**src/rtl/vga_timing_gen.sv**
```systemverilog
// vga_timing_gen: 640x480@60 raster timing, sync/bright and per-frame game tick.
// Define VGA_PIPE_ALIGN_EN to delay hSync/vSync/bright by one extra pixel.
module vga_timing_gen #(
  parameter int CLK_DIV      = 4,
  parameter int H_TOTAL      = 800,
  parameter int H_SYNC       = 96,
  parameter int H_DISP_START = 144,
  parameter int H_DISP_END   = 783,
  parameter int V_TOTAL      = 525,
  parameter int V_SYNC       = 2,
  parameter int V_DISP_START = 35,
  parameter int V_DISP_END   = 514,
  parameter int TICK_FRAMES  = 1
) (
  input  logic       clk,
  input  logic       rst,
  output logic       pix_en,
  output logic [9:0] hCount,
  output logic [9:0] vCount,
  output logic       hSync,
  output logic       vSync,
  output logic       bright,
  output logic       frame_tick,
  output logic       game_tick,
  output logic       game_clk
);
  localparam int DW = $clog2(CLK_DIV);
  localparam logic [DW-1:0] DIV_LAST = DW'(CLK_DIV - 1);
  localparam logic [DW-1:0] DIV_PRE = DW'(CLK_DIV - 2);
  localparam logic [9:0] H_LAST = 10'(H_TOTAL - 1);
  localparam logic [9:0] V_LAST = 10'(V_TOTAL - 1);
  localparam logic [9:0] HS = 10'(H_SYNC);
  localparam logic [9:0] VS = 10'(V_SYNC);
  localparam logic [9:0] HDS = 10'(H_DISP_START);
  localparam logic [9:0] HDE = 10'(H_DISP_END);
  localparam logic [9:0] VDS = 10'(V_DISP_START);
  localparam logic [9:0] VDE = 10'(V_DISP_END);
  localparam logic [7:0] TF_LAST = 8'(TICK_FRAMES - 1);
  logic [DW-1:0] div_cnt;
  logic [7:0] frame_cnt;
  logic [9:0] h_nxt, v_nxt;
  logic h_end, v_end, wrap, hs, vs, br;
  always_comb begin
    h_end = hCount == H_LAST;
    v_end = vCount == V_LAST;
    wrap = pix_en && h_end && v_end;
    h_nxt = h_end ? '0 : hCount + 10'd1;
    v_nxt = !h_end ? vCount : v_end ? '0 : vCount + 10'd1;
  end
  // sync/bright are computed from the next counter values so they never skew against the counts
  always_ff @(posedge clk or negedge rst) begin
    if (!rst) begin
      div_cnt    <= '0;
      pix_en     <= 1'b0;
      hCount     <= '0;
      vCount     <= '0;
      hs         <= 1'b1;
      vs         <= 1'b1;
      br         <= 1'b0;
      frame_cnt  <= '0;
      frame_tick <= 1'b0;
      game_tick  <= 1'b0;
      game_clk   <= 1'b0;
    end else begin
      div_cnt    <= div_cnt == DIV_LAST ? '0 : div_cnt + 1'b1;
      pix_en     <= div_cnt == DIV_PRE;
      frame_tick <= wrap;
      game_tick  <= wrap && frame_cnt == TF_LAST;
      game_clk   <= game_clk ^ game_tick;
      if (pix_en) begin
        hCount <= h_nxt;
        vCount <= v_nxt;
        hs     <= ~(h_nxt < HS);
        vs     <= ~(v_nxt < VS);
        br     <= h_nxt >= HDS && h_nxt <= HDE && v_nxt >= VDS && v_nxt <= VDE;
      end
      if (wrap) frame_cnt <= frame_cnt == TF_LAST ? '0 : frame_cnt + 8'd1;
    end
  end
`ifdef VGA_PIPE_ALIGN_EN
  logic hs_q, vs_q, br_q;
  always_ff @(posedge clk or negedge rst) begin
    if (!rst) begin
      hs_q <= 1'b1;
      vs_q <= 1'b1;
      br_q <= 1'b0;
    end else if (pix_en) begin
      hs_q <= hs;
      vs_q <= vs;
      br_q <= br;
    end
  end
  assign hSync  = hs_q;
  assign vSync  = vs_q;
  assign bright = br_q;
`else
  assign hSync  = hs;
  assign vSync  = vs;
  assign bright = br;
`endif
endmodule

```
**config.mk**
```make
export PLATFORM = sky130hd
export DESIGN_NAME = vga_timing_gen
export DESIGN_NICKNAME = d
export VERILOG_FILES = /design/src/rtl/vga_timing_gen.sv
export SDC_FILE = /design/constraint.sdc
export NUM_CORES = 1
export LEC_CHECK = 0
export BUFFER_PORTS_ARGS = -buffer_cell sky130_fd_sc_hd__buf_4
export CAP_MARGIN = 20
export CORE_MARGIN = 3
export CORE_UTILIZATION = 57
export CTS_CLUSTER_SIZE = 14
export DETAILED_ROUTE_END_ITERATION = 8
export GPL_TIMING_DRIVEN = 0
export PLACE_DENSITY_LB_ADDON = 0.3
export SLEW_MARGIN = 20
export SYNTH_ARGS = -nofsm -noshare
export SYNTH_HDL_FRONTEND = slang
export SYNTH_SLANG_ARGS = --single-unit
```
**constraint.sdc**
```tcl
create_clock -name clk -period 3.33 [get_ports clk]
set_clock_uncertainty 0.2 [all_clocks]
set_input_delay 0.666 -clock clk [delete_from_list [all_inputs] [get_ports clk]]
set_output_delay 0.666 -clock clk [all_outputs]
set_load 0.1 [all_outputs]
```
==> results of run 1 <==
[registers in the layout (all words and copies together), names as in the netlist]
name,cells
bright,1
frame_cnt,8
vCount,10
div_cnt,2
vSync,1
pix_en,1
game_clk,1
frame_tick,1
hSync,1
game_tick,1
hCount,10
[routing by layer]
layer / track usage, % / part of all wire [%] / vias to the layer above
met1: 29.7 / 47 / 850
met5: 0 / 0 / -
met3: 4.66 / 5.0 / 6
li1: - / - / 901
met4: 7.34 / 1.4 / 0
met2: 34.6 / 47 / 49
[worst paths after layout]
check                                       from               endpoint  cells after the start
max                        vCount[6]$_DFFE_PN0P_     bright$_DFFE_PN0P_                      7
min                                          rst  hCount[1]$_DFFE_PN0P_                      1
max reg2reg                vCount[6]$_DFFE_PN0P_     bright$_DFFE_PN0P_                      7
min reg2reg                 div_cnt[0]$_DFF_PN0_   div_cnt[0]$_DFF_PN0_                      1
max in group asynchronous                    rst      vSync$_DFFE_PN1P_                      1
min in group clk            div_cnt[0]$_DFF_PN0_   div_cnt[0]$_DFF_PN0_                      1
[final cells by class]
cell class	count	area, um2	area share (%)
clock buffers	7	86.3	3.44
plain buffers	10	47.5	1.89
inverters	14	52.6	2.09
multi-input cells	174	1130	44.9
well taps	46	57.6	2.29
repair buffers	28	210	8.37
flip-flops and latches	37	928	37.0
[cells in the mapped netlist (all sizes together), types with 7 or more instances]
library cell | n | area share (%)
xor2 | 7 | 2.8
nor3 | 9 | 2.8
o21ai | 16 | 3.7
nor2 | 20 | 3.5
inv | 14 | 2.4
nand2 | 27 | 4.7
ha | 8 | 4.6
dfrtp | 35 | 41
a21oi | 7 | 1.8
xnor2 | 10 | 4.1
nand3 | 14 | 3.5
[logic make-up after synthesis]
kind of cell | Yosys count | share of synthesized area (%)
simple gates | 99 | 24.8
compound gates | 47 | 14.6
flops | 37 | 43.0
buf+inv | 24 | 4.64
xor+xnor | 17 | 6.90
fa+ha+maj | 8 | 4.64
mux | 3 | 1.45
[power by group through the flow]
stage / Sequential (mW) / Combinational (mW) / Clock (mW)
after floorplan: 0.458 / 0.000000429 / 0
after global placement: 0.458 / 0.00979 / 0
after detailed placement: 0.458 / 0.00980 / 0
after CTS: 0.449 / 0.00971 / 0.319
after global routing: 0.449 / 0.0107 / 0.339
final: 0.449 / 0.00892 / 0.315
==> results_dict.tcl, run 1 <==
set metrics [dict create \
    outcome "complete, no violations" \
    synth_cell_types 52 \
    grt_overflow_total 0 \
    synth_seq_area_share_pct 43.0 \
    fin_crit_ns 2.71 \
    boundaryPins 29 \
    grt_max_degree 38 \
    worstPathRequired_ns 3.31 \
    syn_area_mm2 0.00216 \
    path_max_fanout 6 \
    crit_path_start_kind "flop" \
    timing.final.crit_share_pct 81.4 \
    cts_tree "yes" \
    max_stage_delay_ns 0.60 \
    worstMarginPinSlew_ns 0.557 \
    p_sw_share_pct 20.5 \
    drive_gt1_share_pct 19.3 \
    fill_cells 298 \
    path_delay_family "simple AND/OR/NAND/NOR gates" \
    fin_cells 316 \
    maxSlewViolCount 0 \
    clock-sinks 37 \
    wire_per_inst_um 13.9 \
    maxCapViolations 0 \
    switching_power_mw 0.159 \
    start_util_pct 61.7 \
    place_area_mm2 0.00242 \
    rsz0062_at_grt "false" \
    cp_data_arrival_time_ns 2.69 \
    p_total_mw 0.773 \
    routabilityCongestion 0.851 \
    cts_root_buffer "clkbuf_8" \
    postCtsHoldBufs 0 \
    cp_num_buf_inv 0 \
    area_growth_pct 16.4 \
    num_antenna_cells 0 \
    whs_ns 0.120 \
    hpwl_um 3140 \
    cts_max_level 2 \
    yosys_warnings 0 \
    grt_pass1_wl_um 7560 \
    mostFrequentLayoutCells "dfrtp_1, buf_4, nand2_1" \
    postLayoutCoreUtil_pct 71.9 \
    async_flop_share_pct 100 \
    synth_edf_count 0 \
    drt-initial-drc-count 149 \
    finalHoldViolations 0 \
    fin_ws_ns 0.620 \
    vdd_ir_drop_max_v 0.000306 \
    tns_ns 0 \
    path_class "reg -> reg" \
    p_comb_share_pct 1.2 \
    rrSetupSlack_ns 0.62 \
    grt_use_total_pct 21.9 \
    vias_per_cell 5.72 \
    port_buffers 28 \
    cts_resized 0 \
    vias 1806 \
    fmax_mhz 369 \
    end_kind "flop" \
    postSynthAreaPerCell_um2 9.18 \
    critPathSlowestCell "or4b_4" \
    hold_class "in -> async" \
    path_cells "or4b_4 -> nor4_1 -> a221oi_1 -> a211oi_2 -> o211ai_1 -> a2bb2oi_1 -> o2bb2ai_1" \
    finalInstanceArea_mm2 0.00251 \
    die_h_um 67.5 \
    drc_errors 0 \
    intPower_mw 0.614 \
    pwr-share-clk_pct 40.7 \
    setup_viol 0 \
    seqPwrFrac_pct 58.1 \
    clk_latency_ns 0.29 \
    numCtsBuffers 5 \
    cts_setup_buffers 0 \
    synth_seq_cells 37 \
    synth_nets 245 \
    mostFrequentLayoutCell "dfrtp_1" \
    antenna_found_initial 0 \
    first_pass_iters 5 \
    placedCellCount 309 \
    drt-total-wl_um 4400 \
    clk_pin_slew_ns 0.07 \
    grt_pass1_vias 1659 \
    final_net_count 280 \
    powerDensity_mw_per_mm2 308 \
    power.leakage_nw 1.12 \
    cts_buffer_depth 2 \
    pre_cts_ws_ns 0.653 \
    rows 21 \
    die-area_mm2 0.00456 \
    core_area_mm2 0.00349 \
    die_width_um 67.5 \
    postRouteAntennaNets 0 \
    syn_inst 235 \
    relSlewSlack_pct 62.5 \
    ys.flop_type "dfrtp_1" \
]
(Power assumes the default switching activity.)
==> run 2: changes to the inputs <==
--- a/config.mk
+++ b/config.mk
@@ -5,10 +5,11 @@
 export SDC_FILE = /design/constraint.sdc
 export NUM_CORES = 1
 export LEC_CHECK = 0
+export ABC_AREA = 1
 export BUFFER_PORTS_ARGS = -buffer_cell sky130_fd_sc_hd__buf_4
 export CAP_MARGIN = 20
 export CORE_MARGIN = 3
-export CORE_UTILIZATION = 57
+export CORE_UTILIZATION = 58
 export CTS_CLUSTER_SIZE = 14
 export DETAILED_ROUTE_END_ITERATION = 8
 export GPL_TIMING_DRIVEN = 0
==> constraint.sdc (replaced) <==
create_clock -name clk -period 2.5 [get_ports clk]
set_clock_uncertainty 0.2 [all_clocks]
set_input_delay 0.5 -clock clk [delete_from_list [all_inputs] [get_ports clk]]
set_output_delay 0.5 -clock clk [all_outputs]
set_load 0.1 [all_outputs]
==> results_dict.tcl, run 2 <==
set metrics [dict create \
    fin_crit_ns 2.29 \
    boundaryPins 29 \
    cts_buffer_depth 2 \
    yosys.area.top_type "dfrtp_1" \
    path_class "reg -> reg" \
    tns_ns 0 \
    antenna_found_initial 0 \
    vdd_ir_drop_max_v 0.000384 \
    mostFrequentLayoutCell "nand2_1" \
    cp_data_arrival_time_ns 2.27 \
    grt_use_total_pct 24.2 \
    finalInstanceArea_mm2 0.00278 \
    setup_viol 0 \
    synth_cell_types 32 \
    drc_errors 0 \
    hold_path_end "div_cnt[0]$_DFF_PN0_" \
    fill_cells 329 \
    worst-r2r-cell-count 12 \
    core_area_mm2 0.00380 \
    drive_gt1_share_pct 17.3 \
    mostFrequentLayoutCells "nand2_1, inv_1, nor2_1" \
    finalHoldViolations 0 \
    hold-path-cell-count 1 \
    async_flop_share_pct 100 \
    grt_overflow_total 0 \
    die_h_um 69.9 \
    rr_endpoint "bright$_DFFE_PN0P_" \
    clk_latency_ns 0.29 \
    num_antenna_cells 0 \
    maxCapViolations 0 \
    postRouteAntennaNets 0 \
    ys_top_cells_by_area "dfrtp_1, nand2_1, inv_1" \
    cts_resized 0 \
    postSynthAreaPerCell_um2 7.22 \
    vias_per_cell 5.54 \
    die_width_um 69.9 \
    cts_tree "yes" \
    synth_top_area_share_pct 37.0 \
    syn_area_mm2 0.00237 \
    cts_root_buffer "clkbuf_8" \
    rows 22 \
    hold_class "reg -> reg" \
    clk_pin_slew_ns 0.08 \
    grt_max_degree 38 \
    path_max_fanout 8 \
    reg_top3 "hCount: 10 flops, vCount: 10 flops, frame_cnt: 8 flops" \
    fmax_mhz 437 \
    hpwl_um 4070 \
    syn_inst 328 \
    relSlewSlack_pct 65.3 \
    port_buffers 28 \
    p_total_mw 1.15 \
    synthTopCellsByCount "nand2_1, inv_1, dfrtp_1, nor2_1, nand3_1" \
    min_from "div_cnt[0]$_DFF_PN0_" \
    outcome "complete, no violations" \
    place_area_mm2 0.00265 \
    rsz0062_at_grt "false" \
    worstMarginPinSlew_ns 0.521 \
    numCtsBuffers 5 \
    crit_path_start_kind "flop" \
    fin_ws_ns 0.211 \
    yosys_warnings 0 \
    clock-sinks 37 \
    area_growth_pct 17.2 \
    start_util_pct 62.4 \
    rrSetupSlack_ns 0.21 \
    ys.flop_type "dfrtp_1" \
    wire_per_inst_um 13.5 \
    drt-total-wl_um 5580 \
    routabilityCongestion 0.926 \
    vias 2290 \
    pre_cts_ws_ns 0.260 \
    drt-initial-drc-count 192 \
    grt_pass1_wl_um 9640 \
    end_kind "flop" \
    maxSlewViolCount 0 \
    cts_max_level 2 \
    final_net_count 374 \
    grt_pass1_vias 2137 \
    synth.most_common_cell "nand2_1" \
    synth_nets 338 \
    die-area_mm2 0.00489 \
    first_pass_iters 5 \
    reg2reg_from "vCount[0]$_DFFE_PN0P_" \
    worstPathRequired_ns 2.48 \
    power.leakage_nw 1.41 \
    powerDensity_mw_per_mm2 416 \
    synth_edf_count 0 \
    synth_seq_area_share_pct 39.2 \
    timing.final.crit_share_pct 91.5 \
    synth_seq_cells 37 \
]
run 2: cell count changes in the layout (fill, tap and decap cells not counted), sizes merged, moves of 10 or more:
cell	previous run	this run
inv	14	43
o21ai	16	26
nor2	20	42
nand2	27	99
xnor2	10	0
nand3	14	29
run 2: how the worst max path moves through the flow:
stage | startpoint | end | slack (ns)
after global routing | vCount[0]$_DFFE_PN0P_ | bright$_DFFE_PN0P_ | 0.07
final | vCount[0]$_DFFE_PN0P_ | bright$_DFFE_PN0P_ | 0.21
after detailed placement | vCount[0]$_DFFE_PN0P_ | frame_cnt[7]$_DFFE_PN0P_ | 0.26
after global placement | vCount[0]$_DFFE_PN0P_ | bright$_DFFE_PN0P_ | 0.30
after CTS | vCount[0]$_DFFE_PN0P_ | frame_cnt[7]$_DFFE_PN0P_ | 0.23
after floorplan | hCount[4]$_DFFE_PN0P_ | frame_cnt[7]$_DFFE_PN0P_ | 0.001
run 2: worst max-delay path, stage by stage, from the launching register on:
cell     delay (ns)
dfrtp_2        0.44
ha_1           0.29
nand2_1        0.11
nor2_1         0.20
nand3_1        0.10
nand2_1        0.08
o21ai_0        0.10
nor2_1         0.22
nand2_1        0.08
nor2_1         0.14
nand2_1        0.07
nand3_1        0.09
nand2_1        0.07
run 2: repair_timing:
item | 4_1_cts | 5_1_grt
hold buffers | 1 | 0
endpoints found under the hold margin | 35 | 0
setup buffers | 0 | 0
run 2: cell families after synthesis:
group / count (synthesis) / share of synthesized area (%)
adder cells (fa/ha/maj): 8 / 4.23
AO/OA/AOI/OAI: 36 / 8.03
XOR/XNOR: 7 / 2.59
AND/OR/NAND/NOR: 189 / 37.3
buffers and inverters: 51 / 8.61
flip-flops: 37 / 39.2
run 2: cell type report:
| type | count | area, um2 | share of cell area (%) |
|---|---|---|---|
| Tap cell | 48 | 60.1 | 2.16 |
| Clock buffer | 6 | 82.6 | 2.98 |
| Sequential cell | 37 | 935 | 33.7 |
| Timing Repair Buffer | 29 | 220 | 7.94 |
| Multi-Input combinational cell | 240 | 1240 | 44.5 |
| Buffer | 7 | 38.8 | 1.40 |
| Clock inverter | 2 | 37.5 | 1.35 |
| Inverter | 44 | 165 | 5.95 |
run 2: power by group:
group | internal, mW | switching, mW | total [mW] | leakage, nW
registers | 0.598 | 0 | 0.598 | 0.487
logic | 0.00207 | 0.0113 | 0.0133 | 0.869
clock network | 0.324 | 0.218 | 0.543 | 0.0574
run 2: layer usage:
layer | GRT usage, % | wire, um | up-vias | share of wire, %
met1 | 32.0 | 2370 | 1065 | 42
met3 | 4.03 | 391 | 10 | 7.0
met2 | 39.1 | 2730 | 91 | 49
met4 | 10.2 | 86 | 0 | 1.5
met5 | 0 | 0 | - | 0
li1 | - | - | 1124 | -
run 2: metrics by stage:
stage	instances	utilization, %	hold slack [ns]
global placement	404	69.6	0.238
CTS	413	73.1	0.262
detailed placement	404	69.6	0.248
finish	413	73.1	0.256
floorplan	328	-	0.00441
global route	413	73.1	0.278
